$ cat config.mk
export PLATFORM = sky130hd
export DESIGN_NAME = uart_rx_flat
export DESIGN_NICKNAME = d
export VERILOG_FILES = /design/src/rtl/uart_rx_if.sv /design/src/rtl/uart_rx.sv /design/src/flat_wrapper.sv
export SDC_FILE = /design/constraint.sdc
export NUM_CORES = 1
export LEC_CHECK = 0
export BUFFER_PORTS_ARGS = -buffer_cell sky130_fd_sc_hd__buf_4
export CAP_MARGIN = 0
export CORE_MARGIN = 3
export CORE_UTILIZATION = 54
export DETAILED_ROUTE_END_ITERATION = 8
export PLACE_DENSITY = 0.84
export SETUP_SLACK_MARGIN = 0.3
export SYNTH_ARGS = -nofsm -noshare
export SYNTH_HDL_FRONTEND = slang
export SYNTH_SLANG_ARGS = --single-unit
export TNS_END_PERCENT = 10
$ cat constraint.sdc
create_clock -name clk -period 1.8 [get_ports clk]
set_input_delay 0.09 -clock clk [delete_from_list [all_inputs] [get_ports clk]]
set_output_delay 0.09 -clock clk [all_outputs]
set_load 0.03 [all_outputs]
$ cat src/rtl/uart_rx_if.sv
`default_nettype none
// ============================================================================
// Module   : uart_rx_if
// Brief    : Serial line, oversampling strobe and received-word signals of the UART receiver.
// Revision : 1.0
// ============================================================================
interface uart_rx_if #(
    parameter int DATA_WD = 8
);
    logic               rx;
    logic               tick;
    logic [DATA_WD-1:0] dout;
    logic               rx_done;
    logic               rx_busy;
    logic               parity_err;
    logic               frame_err;

    // The receiver is the slave; whoever drives the line and the baud strobe is the master.
    modport slave (
        input  rx,
        input  tick,
        output dout,
        output rx_done,
        output rx_busy,
        output parity_err,
        output frame_err
    );

    modport master (
        output rx,
        output tick,
        input  dout,
        input  rx_done,
        input  rx_busy,
        input  parity_err,
        input  frame_err
    );
endinterface
`default_nettype wire

$ cat src/rtl/uart_rx.sv
`default_nettype none
// ============================================================================
// Module   : uart_rx
// Brief    : Oversampling UART receiver; centre-samples each bit and reports parity/framing errors.
// Revision : 1.0
// ============================================================================
module uart_rx #(
    parameter int BAUD              = 9600,
    parameter int CLK_FREQ          = 50_000_000,
    parameter int OVERSAMPLING_RATE = 16,
    parameter int DATA_WD           = 8,
    parameter int PARITY            = 0
) (
    input  wire logic clk,
    input  wire logic rst_n,
    uart_rx_if.slave  bus
);

    localparam int c_CNT_W = $clog2(OVERSAMPLING_RATE);
    localparam int c_IDX_W = $clog2(DATA_WD) + 1;
    localparam bit c_PAR_EN = (PARITY == 1) || (PARITY == 2);
    localparam logic [c_CNT_W-1:0] c_HALF = c_CNT_W'(OVERSAMPLING_RATE / 2 - 1);
    localparam logic [c_CNT_W-1:0] c_FULL = c_CNT_W'(OVERSAMPLING_RATE - 1);
    localparam logic [c_IDX_W-1:0] c_LAST = c_IDX_W'(DATA_WD - 1);

    if (OVERSAMPLING_RATE < 4 || (OVERSAMPLING_RATE % 2) != 0 ||
        (CLK_FREQ / BAUD) < OVERSAMPLING_RATE) begin : g_bad_params
        $error("uart_rx: oversampling rate must be even, >= 4 and reachable from the clock");
    end

    typedef enum logic [2:0] {
        S_IDLE   = 3'd0,
        S_START  = 3'd1,
        S_DATA   = 3'd2,
        S_PARITY = 3'd3,
        S_STOP   = 3'd4
    } state_t;

    state_t               r_state,      w_state_nxt;
    logic                 r_rx_meta;
    logic                 r_rx_s;
    logic [c_CNT_W-1:0]   r_tick_count, w_tick_count;
    logic [c_IDX_W-1:0]   r_bit_index,  w_bit_index;
    logic [DATA_WD-1:0]   r_shift,      w_shift;
    logic                 r_par_bit,    w_par_bit;
    logic                 r_break,      w_break;
    logic [DATA_WD-1:0]   r_dout,       w_dout;
    logic                 r_done,       w_done;
    logic                 r_busy,       w_busy;
    logic                 r_perr,       w_perr;
    logic                 r_ferr,       w_ferr;
    logic                 w_par_exp;

    // Odd setting expects the XOR of the data, even setting its complement.
    assign w_par_exp = (PARITY == 1) ? (^r_shift) : ~(^r_shift);

    always_comb begin
        w_state_nxt  = r_state;
        w_tick_count = r_tick_count;
        w_bit_index  = r_bit_index;
        w_shift      = r_shift;
        w_par_bit    = r_par_bit;
        w_break      = r_break;
        w_dout       = r_dout;
        w_done       = 1'b0;
        w_busy       = r_busy;
        w_perr       = r_perr;
        w_ferr       = r_ferr;

        case (r_state)
            S_IDLE: begin
                w_tick_count = '0;
                // After a low stop bit the line must go idle before a new start is accepted.
                if (r_rx_s) begin
                    w_break = 1'b0;
                end
                if (bus.tick && !r_rx_s && !r_break) begin
                    w_state_nxt = S_START;
                end
            end

            S_START: begin
                if (bus.tick) begin
                    if (r_tick_count == c_HALF) begin
                        w_tick_count = '0;
                        if (!r_rx_s) begin
                            w_busy      = 1'b1;
                            w_bit_index = '0;
                            w_state_nxt = S_DATA;
                        end else begin
                            w_state_nxt = S_IDLE;
                        end
                    end else begin
                        w_tick_count = r_tick_count + 1'b1;
                    end
                end
            end

            S_DATA: begin
                if (bus.tick) begin
                    if (r_tick_count == c_FULL) begin
                        w_tick_count = '0;
                        w_shift      = {r_rx_s, r_shift[DATA_WD-1:1]};
                        w_bit_index  = r_bit_index + 1'b1;
                        if (r_bit_index == c_LAST) begin
                            w_state_nxt = c_PAR_EN ? S_PARITY : S_STOP;
                        end
                    end else begin
                        w_tick_count = r_tick_count + 1'b1;
                    end
                end
            end

            S_PARITY: begin
                if (bus.tick) begin
                    if (r_tick_count == c_FULL) begin
                        w_tick_count = '0;
                        w_par_bit    = r_rx_s;
                        w_state_nxt  = S_STOP;
                    end else begin
                        w_tick_count = r_tick_count + 1'b1;
                    end
                end
            end

            S_STOP: begin
                if (bus.tick) begin
                    if (r_tick_count == c_FULL) begin
                        w_tick_count = '0;
                        w_dout       = r_shift;
                        w_ferr       = ~r_rx_s;
                        w_perr       = c_PAR_EN ? (r_par_bit != w_par_exp) : 1'b0;
                        w_done       = 1'b1;
                        w_busy       = 1'b0;
                        w_break      = ~r_rx_s;
                        w_state_nxt  = S_IDLE;
                    end else begin
                        w_tick_count = r_tick_count + 1'b1;
                    end
                end
            end

            default: begin
                w_tick_count = '0;
                w_state_nxt  = S_IDLE;
            end
        endcase
    end

    always_ff @(posedge clk or negedge rst_n) begin
        if (!rst_n) begin
            r_rx_meta    <= 1'b1;
            r_rx_s       <= 1'b1;
            r_state      <= S_IDLE;
            r_tick_count <= '0;
            r_bit_index  <= '0;
            r_shift      <= '0;
            r_par_bit    <= 1'b0;
            r_break      <= 1'b0;
            r_dout       <= '0;
            r_done       <= 1'b0;
            r_busy       <= 1'b0;
            r_perr       <= 1'b0;
            r_ferr       <= 1'b0;
        end else begin
            r_rx_meta    <= bus.rx;
            r_rx_s       <= r_rx_meta;
            r_state      <= w_state_nxt;
            r_tick_count <= w_tick_count;
            r_bit_index  <= w_bit_index;
            r_shift      <= w_shift;
            r_par_bit    <= w_par_bit;
            r_break      <= w_break;
            r_dout       <= w_dout;
            r_done       <= w_done;
            r_busy       <= w_busy;
            r_perr       <= w_perr;
            r_ferr       <= w_ferr;
        end
    end

    assign bus.dout       = r_dout;
    assign bus.rx_done    = r_done;
    assign bus.rx_busy    = r_busy;
    assign bus.parity_err = r_perr;
    assign bus.frame_err  = r_ferr;

endmodule
`default_nettype wire

$ cat src/flat_wrapper.sv
// flat-port wrapper written by rule: the top's interface ports become plain ports
module uart_rx_flat 
#(
    parameter int BAUD              = 9600,
    parameter int CLK_FREQ          = 50_000_000,
    parameter int OVERSAMPLING_RATE = 16,
    parameter int DATA_WD           = 8,
    parameter int PARITY            = 0
)
  (clk, rst_n, bus_rx, bus_tick, bus_dout, bus_rx_done, bus_rx_busy, bus_parity_err, bus_frame_err);
  uart_rx_if #(.DATA_WD(DATA_WD)) bus_i ();
  input  wire logic clk;
  input  wire logic rst_n;
  input wire logic [$bits(bus_i.rx)-1:0] bus_rx;
  input wire logic [$bits(bus_i.tick)-1:0] bus_tick;
  output wire logic [$bits(bus_i.dout)-1:0] bus_dout;
  output wire logic [$bits(bus_i.rx_done)-1:0] bus_rx_done;
  output wire logic [$bits(bus_i.rx_busy)-1:0] bus_rx_busy;
  output wire logic [$bits(bus_i.parity_err)-1:0] bus_parity_err;
  output wire logic [$bits(bus_i.frame_err)-1:0] bus_frame_err;
  assign bus_i.rx = bus_rx;
  assign bus_i.tick = bus_tick;
  assign bus_dout = bus_i.dout;
  assign bus_rx_done = bus_i.rx_done;
  assign bus_rx_busy = bus_i.rx_busy;
  assign bus_parity_err = bus_i.parity_err;
  assign bus_frame_err = bus_i.frame_err;
  uart_rx #(.BAUD(BAUD), .CLK_FREQ(CLK_FREQ), .OVERSAMPLING_RATE(OVERSAMPLING_RATE), .DATA_WD(DATA_WD), .PARITY(PARITY)) u_core (.clk(clk), .rst_n(rst_n), .bus(bus_i));
endmodule
==> results.toml, run 1 <==
[clock_network]
cts_htree_levels = 2
numCtsBuffers = 5
clkTransAtPathRegs_ns = 0.10
cts.sinks = 33
cts_root_buffer = "clkbuf_4"
clockBufferDepth = 2
clk_latency_ns = 0.33
cts_tree = "done"

[timing]
final-setup-viol-count = 0
max_freq_mhz = 629
fin_crit_sh_pct = 88.3
hold_viol = 0
slew_violations = 0
fin_crit_ns = 1.59
worst_slack_ns = 0.211
fin_worst_skew_ns = 0.0113
hold_ws_ns = 0.0455
final.setup.tns_ns = 0
rsz0062_at_grt = "yes"

[route]
via_count = 1096
routedWlPerCell_um = 17.0
drtAntennaViolNets = 0
wl_met2_mm = 1.64
wirelength_mm = 3.16
dr.max_layer_used = "met4"
firstDrtPassIters = 4
drc = 0
drt_iter0_markers = 47
wl_met1_mm = 1.32
met3_length_um = 139
vias_per_cell = 5.89

[placed_design]
pre_cts_ws_ns = 0.125
place.gp.congestion = 0.776
io_buffers = 14
placed_cells = 168
hpwl_mm = 1.93

[logic_synthesis]
synth_top_family_by_area = "simple AND/OR/NAND/NOR gates"
syn_area_um2 = 1510
yosys.area_share.adder_pct = 1.66
synth_compound_area_share_pct = 10.6
yosys_warnings = 0
syn-instance-count = 128
yosys.area_share.simple_pct = 13.9
synth.largest_area_cell = "dfrtp_1"
synth.most_common_cell = "dfrtp_1"
synth_common_cells = "31 x dfrtp_1, 16 x mux2_2, 12 x nor2_1, 8 x nand2_1"
ys_seq_elements = 33
synth_top_area_share_pct = 51.3
synth_area_leaders = "dfrtp_1 51%, mux2_2 12%, dfstp_2 3.5%"
syn_nets = 134
synth_enable_flop_cells = 0
synth.avg_cell_area_um2 = 11.8
synthMuxAreaShare_pct = 13.6
synth.yosys.seq_area_share_pct = 54.8
async_flop_share_pct = 100
synth_cell_type_count = 40
synthXorXnorAreaFrac_pct = 1.16
synth-main-ff-cell = "dfrtp_1"

[die]
fp.dieH_um = 58.9
die_w_um = 58.9
core_area_um2 = 2570
die_area_um2 = 3470
start_util_pct = 58.9
pin_count = 16
placementRows = 18

[worst_setup_path]
critPathArrivalTime_ns = 1.80
cp-end-kind = "flop"
cp_max_fo = 6
crit_type = "flop to flop"
start_kind = "flop"
cp.required_ns = 2.01

[layout]
instances_no_fill = 186
drive_above_1_share_pct = 41.0
area_growth_pct = 22.8
diodes = 0
final_nets = 161

[worst_hold_path]
hold_path_class = "input port to flop"

[pwr]
total_leakage_power_uw = 0.000894
power.density_nw_per_um2 = 993
p_total_uw = 1840
vdd_ir_drop_max_mv = 0.744

[global_routing]
grt_overflow = 0
grt_start_max_net_pins = 34
grt_util_all_layers_pct = 19.9
grt_pass1_vias = 1092
antenna_found_initial = 0
grt_pass1_wl_mm = 5.02

[outcome]
status = "complete, no violations"

[job]
maxCapViolCount = 0
==> worst max-delay path: stages, from the launching register on <==
cell and delay [ns]:
dfrtp_2 0.47, or3b_4 0.44, nor2_4 0.23, mux2_4 0.33
==> worst paths after layout <==
path | startpoint | endpoint | slack [ns] | cells past startpoint
max | u_core.r_state[0] | u_core.r_shift[1] | 0.21 | 3
min | bus_tick | u_core.r_tick_count[3] | 0.05 | 2
max reg2reg | u_core.r_state[0] | u_core.r_shift[1] | 0.21 | 3
min reg2reg | u_core.r_rx_meta | u_core.r_rx_s | 0.36 | 0
max in group asynchronous | rst_n | u_core.r_rx_meta | 1.25 | 2
min in group asynchronous | rst_n | u_core.r_state[2] | 0.22 | 2
==> through the flow <==
stage / area, um2 / utilization (%)
after floorplan: 1530 / -
after global placement: 1640 / 63.8
after detailed placement: 1640 / 63.8
after CTS: 1800 / 69.9
after global routing: 1860 / 72.3
final: 1860 / 72.3
==> metal layers <==
| metal | vias up | GRT usage (%) |
|---|---|---|
| li1 | 510 | - |
| met1 | 537 | 23.8 |
| met2 | 42 | 32.0 |
| met3 | 7 | 6.80 |
| met4 | 0 | 9.39 |
| met5 | - | 0 |
==> cell type report <==
| type | count | area (um2) |
|---|---|---|
| Clock buffer | 7 | 65.1 |
| Clock inverter | 1 | 5.00 |
| Fill cell | 178 | 712 |
| Inverter | 4 | 15.0 |
| Multi-Input combinational cell | 85 | 694 |
| Sequential cell | 33 | 831 |
| Tap cell | 30 | 37.5 |
| Timing Repair Buffer | 26 | 208 |
==> cells in the final DEF, fill, tap and decap left out, drive strengths merged, types with 2 or more instances in the layout <==
cell type / instances
a21o: 2
a22o: 3
a31oi: 3
buf: 24
clkbuf: 7
dfrtp: 31
dfstp: 2
dlygate4sd3: 2
ha: 2
inv: 4
mux2: 17
nand2: 8
nand2b: 2
nand3: 2
nand3b: 2
nand4: 2
nor2: 14
nor3b: 2
o21ai: 6
o21bai: 2
o22ai: 2
xor2: 2
==> registers in the layout, indices dropped and copies added, names as in the netlist <==
signal / flops
u_core.bus.dout: 8
u_core.bus.frame_err: 1
u_core.bus.rx_busy: 1
u_core.bus.rx_done: 1
u_core.r_bit_index: 4
u_core.r_break: 1
u_core.r_rx_meta: 1
u_core.r_rx_s: 1
u_core.r_shift: 8
u_core.r_state: 3
u_core.r_tick_count: 4
==> cells by family after synthesis <==
| kind of cell | count (synthesis) |
|---|---|
| AO/OA/AOI/OAI | 23 |
| XOR/XNOR | 2 |
| adder cells (fa/ha/maj) | 2 |
| buffers and inverters | 11 |
| flip-flops | 33 |
| multiplexers | 18 |
| other | 1 |
| AND/OR/NAND/NOR | 38 |
==> repair_timing <==
item | 4_1_cts | 5_1_grt
endpoints found under the setup margin | 25 | 28
buffers inserted | 6 | 0
pin swaps | 1 | 6
hold buffers | 2 | 0
hold endpoints to repair | 34 | 0
gates resized for setup | 5 | 15
cloned | 1 | 1
==> where the power goes <==
part           total, uW  switching [uW]  leakage [uW]  internal [uW]
logic                469             246      0.000415            223
clock network        471             244     0.0000413            226
registers            904            90.6      0.000438            813
total               1840             581      0.000894           1260
Note: power is estimated with default switching activity, not from simulation.
==> run 2, diff against run 1 <==
Settings changed: RECOVER_POWER set to 100.
==> run 2 against run 1 <==
  * Clock skew rose by 0.00084 ns
  * First-iteration DRC count rose by 19%
  * Global-route usage did not move
  * Critical path type unchanged
  * Largest power group unchanged
==> results.toml, run 2 (synthesized netlist as in run 1, its figures left out) <==
[placed_design]
io_buffers = 14
place.gp.congestion = 0.776
pre_cts_ws_ns = 0.125
place_area_um2 = 1640
hpwl_mm = 1.93

[clock_network]
clk_latency_ns = 0.34
clockBufferDepth = 2
clkTransAtPathRegs_ns = 0.10
cts.sinks = 33
cts_root_buffer = "clkbuf_4"
numCtsBuffers = 5
cts_tree = "done"
cts_htree_levels = 2

[route]
firstDrtPassIters = 4
via_count = 1090
drt_iter0_markers = 56
wirelength_mm = 3.14
drtAntennaViolNets = 0
drc = 0
routedWlPerCell_um = 16.9
vias_per_cell = 5.86

[timing]
relSlewSlack_pct = 47.3
worst_slack_ns = 0.168
rsz0062_at_grt = "yes"
slew_violations = 0
worstMarginPinSlew_ns = 0.791
fin_worst_skew_ns = 0.0121
fin_crit_sh_pct = 90.6
fin_crit_ns = 1.63
max_freq_mhz = 613
final.setup.tns_ns = 0
final-setup-viol-count = 0
hold_viol = 0

[die]
fp.dieH_um = 58.9
die_w_um = 58.9
core_area_um2 = 2570
pin_count = 16
start_util_pct = 58.9
placementRows = 18
die_area_um2 = 3470

[layout]
final_cell_mix = "30 x dfrtp_1, 12 x clkbuf_1, 11 x mux2_2, 11 x nor2_1"
drive_above_1_share_pct = 27.6
final_nets = 161
final_cell_area_um2 = 1760
diodes = 0
final_common_cell = "dfrtp_1"
area_growth_pct = 16.4

[worst_setup_path]
critPathArrivalTime_ns = 1.85
cp_max_fo = 5
cp-end-kind = "flop"
r2r_cells = 5
crit_type = "flop to flop"
start_kind = "flop"
cp.required_ns = 2.02

[global_routing]
grt_start_max_net_pins = 34
antenna_found_initial = 0
grt_util_all_layers_pct = 19.9
grt_pass1_wl_mm = 5.02
grt_overflow = 0
grt_pass1_vias = 1092

[pwr]
total_leakage_power_uw = 0.000844
power.density_nw_per_um2 = 1020
p_total_uw = 1790
vdd_ir_drop_max_mv = 0.684

[outcome]
status = "complete, no violations"

[job]
maxCapViolCount = 0

[worst_hold_path]
hold_path_class = "input port to flop"
hold_depth = 2
## run 2: worst paths after layout
| path | startpoint | end | slack [ns] |
|---|---|---|---|
| min in group asynchronous | rst_n | u_core.r_state[2] | 0.36 |
| setup / recovery | u_core.r_tick_count[1] | u_core.bus.dout[5] | 0.17 |
| setup reg to reg | u_core.r_tick_count[1] | u_core.bus.dout[5] | 0.17 |
| hold reg to reg | u_core.r_rx_meta | u_core.r_rx_s | 0.36 |
| max in group asynchronous | rst_n | u_core.r_tick_count[3] | 0.90 |
| hold / removal | bus_tick | u_core.r_tick_count[3] | 0.03 |
## run 2: final cells by class
type                    count  area, um2
clock buffers               7       65.1
clock inverters             1       5.00
fillers                   205        808
inverters                   4       15.0
multi-input cells          85        647
flip-flops and latches     33        830
well taps                  30       37.5
repair buffers             26        160
## run 2: where the power goes
group          internal [uW]  switching [uW]
clock network            226             247
registers                813            78.8
logic                    184             240
total                   1220             565
## run 2: metrics by stage
step / util [%] / std cells / hold WS (ns)
final: 68.5 / 186 / 0.0323
after global routing: 68.5 / 186 / 0.0366
after CTS: 69.9 / 185 / 0.0234
after detailed placement: 63.8 / 168 / 0.0504
after global placement: 63.8 / 168 / 0.0443
after floorplan: - / 128 / -0.206
## run 2: worst max-delay path: stages, from the launching register on
cell	delay, ns
dfrtp_1	0.41
ha_1	0.26
and4_2	0.26
nand3_2	0.10
buf_4	0.15
mux2_2	0.33
## run 2: per-layer routing
metal	up-vias	global-route usage, %	share of wire (%)
met2	37	32.0	53
met4	0	9.39	2.0
met5	-	0	0
met3	7	6.80	4.4
li1	507	-	-
met1	539	23.8	41
## run 2: repair_timing
item	in CTS	in global routing
hold buffers	2	0
buffers inserted	6	0
cloned	1	1
hold endpoints to repair	34	0
setup endpoints to repair	25	28
gates resized for setup	5	15
pin swaps	1	6
==> run 3, diff against run 2 <==
Settings changed: PLACE_DENSITY 0.84 to 0.74.
==> run 3 against run 2 <==
  * Sequential share of layout area is 0.24 points higher
  * Via count rose by 0.28%
  * Critical path depth down 2
  * Clock power down 13%
  * Fmax down 1.2%
  * Global-route usage down 0.72 points
  * First-iteration DRC count increased by 25%
  * Power is 2.7% lower
  * Combinational power increased by 1%
  * Largest power group unchanged
==> results.toml, run 3 (synthesized netlist as in run 1, its figures left out) <==
[worst_setup_path]
start_kind = "flop"
cp.required_ns = 2.00
crit_type = "flop to flop"
worstPathCellList = "or4b_1, a21o_1, mux2_1"
path_buf_inv = 0
cp_max_fo = 5
crit_path_max_incr_delay_ns = 0.56
critPathArrivalTime_ns = 1.85
cp-end-kind = "flop"
crit_path_top_delay_cell = "or4b_1"
cp_top_family = "simple AND/OR/NAND/NOR gates"

[timing]
fin_worst_skew_ns = 0.00517
final.setup.tns_ns = 0
slew_violations = 0
final-setup-viol-count = 0
rsz0062_at_grt = "yes"
worstMarginPinSlew_ns = 0.781
hold_viol = 0
relSlewSlack_pct = 47.9
worst_slack_ns = 0.149
fin_crit_ns = 1.65
fin_crit_sh_pct = 91.7
max_freq_mhz = 606

[layout]
drive_above_1_share_pct = 29.3
final_common_cell = "dfrtp_1"
final_cell_mix = "29 x dfrtp_1, 16 x mux2_2, 14 x clkbuf_1"
instances_no_fill = 187
diodes = 0
area_growth_pct = 16.0
fillers = 201
fin_util_pct = 68.3
final_nets = 162

[placed_design]
placed_cells = 169
hpwl_mm = 1.77
place.gp.congestion = 0.797
pre_cts_ws_ns = 0.141
io_buffers = 14

[die]
fp.dieH_um = 58.9
die_area_um2 = 3470
pin_count = 16
core_area_um2 = 2570
start_util_pct = 58.9
die_w_um = 58.9
placementRows = 18

[global_routing]
grt_overflow = 0
grt_pass1_wl_mm = 4.97
antenna_found_initial = 0
grt_start_max_net_pins = 34
grt_pass1_vias = 1097
grt_util_all_layers_pct = 19.1

[worst_hold_path]
hold_path_class = "input port to flop"

[clock_network]
cts_htree_levels = 2
cts_tree = "done"
clkTransAtPathRegs_ns = 0.09
numCtsBuffers = 5
cts_root_buffer = "clkbuf_4"
clockBufferDepth = 2
cts.sinks = 33
clk_latency_ns = 0.31

[pwr]
p_total_uw = 1740
total_leakage_power_uw = 0.000836
vdd_ir_drop_max_mv = 0.790
power.density_nw_per_um2 = 992

[route]
via_count = 1093
wirelength_mm = 2.85
routedWlPerCell_um = 15.2
drt_iter0_markers = 70
drc = 0
drtAntennaViolNets = 0
firstDrtPassIters = 4
vias_per_cell = 5.84

[outcome]
status = "complete, no violations"

[job]
maxCapViolCount = 0
[run 3: cell types whose count changed in the layout (fill, tap and decap cells not counted), moves of 2 or more]
cell	previous run	this run
mux2_2	11	16
mux2_1	5	1
clkbuf_1	12	14
buf_4	8	11
[run 3: area by class of cell]
class / instances / area, um2 / share of cell area [%]
Inverter: 4 / 15.0 / 0.857
Multi-Input combinational cell: 84 / 627 / 35.8
Tap cell: 30 / 37.5 / 2.14
Timing Repair Buffer: 28 / 184 / 10.5
Clock buffer: 8 / 58.8 / 3.35
Sequential cell: 33 / 831 / 47.4
[run 3: path summary, 6_finish.rpt]
check | start | slack (ns) | to | cells past startpoint
min | bus_tick | 0.06 | u_core.r_tick_count[3] | 2
min in group asynchronous | rst_n | 0.38 | u_core.r_break | 2
max in group asynchronous | rst_n | 0.87 | u_core.r_state[0] | 2
min reg2reg | u_core.r_rx_meta | 0.36 | u_core.r_rx_s | 0
max reg2reg | u_core.r_state[1] | 0.15 | u_core.r_bit_index[0] | 3
max | u_core.r_state[1] | 0.15 | u_core.r_bit_index[0] | 3
[run 3: per-layer routing]
layer | vias up | routed length [um] | track usage [%]
met1 | 542 | 1160 | 23.0
met5 | - | 0 | 0
met3 | 8 | 110 | 6.14
met4 | 0 | 68 | 7.12
li1 | 513 | - | -
met2 | 30 | 1510 | 32.0
[run 3: through the flow]
step           cell area [um2]  hold WS (ns)
6_report                  1750        0.0632
5_1_grt                   1750        0.0333
4_1_cts                   1780        0.0391
3_5_place_dp              1650        0.0541
3_3_place_gp              1650        0.0477
2_1_floorplan             1530        -0.206
[run 3: where the power goes]
group	total, uW	switching [uW]	leakage [uW]	internal [uW]
sequential	897	83.9	0.000438	813
clock	412	219	0.0000326	193
combinational	430	229	0.000366	201
total	1740	532	0.000836	1210
[run 3: repair_timing]
item,CTS,global route
endpoints found under the setup margin,26,30
hold buffers,2,0
setup buffers,5,2
endpoints found under the hold margin,32,0
resized for setup,4,8
pin swaps,2,2
cloned,0,1
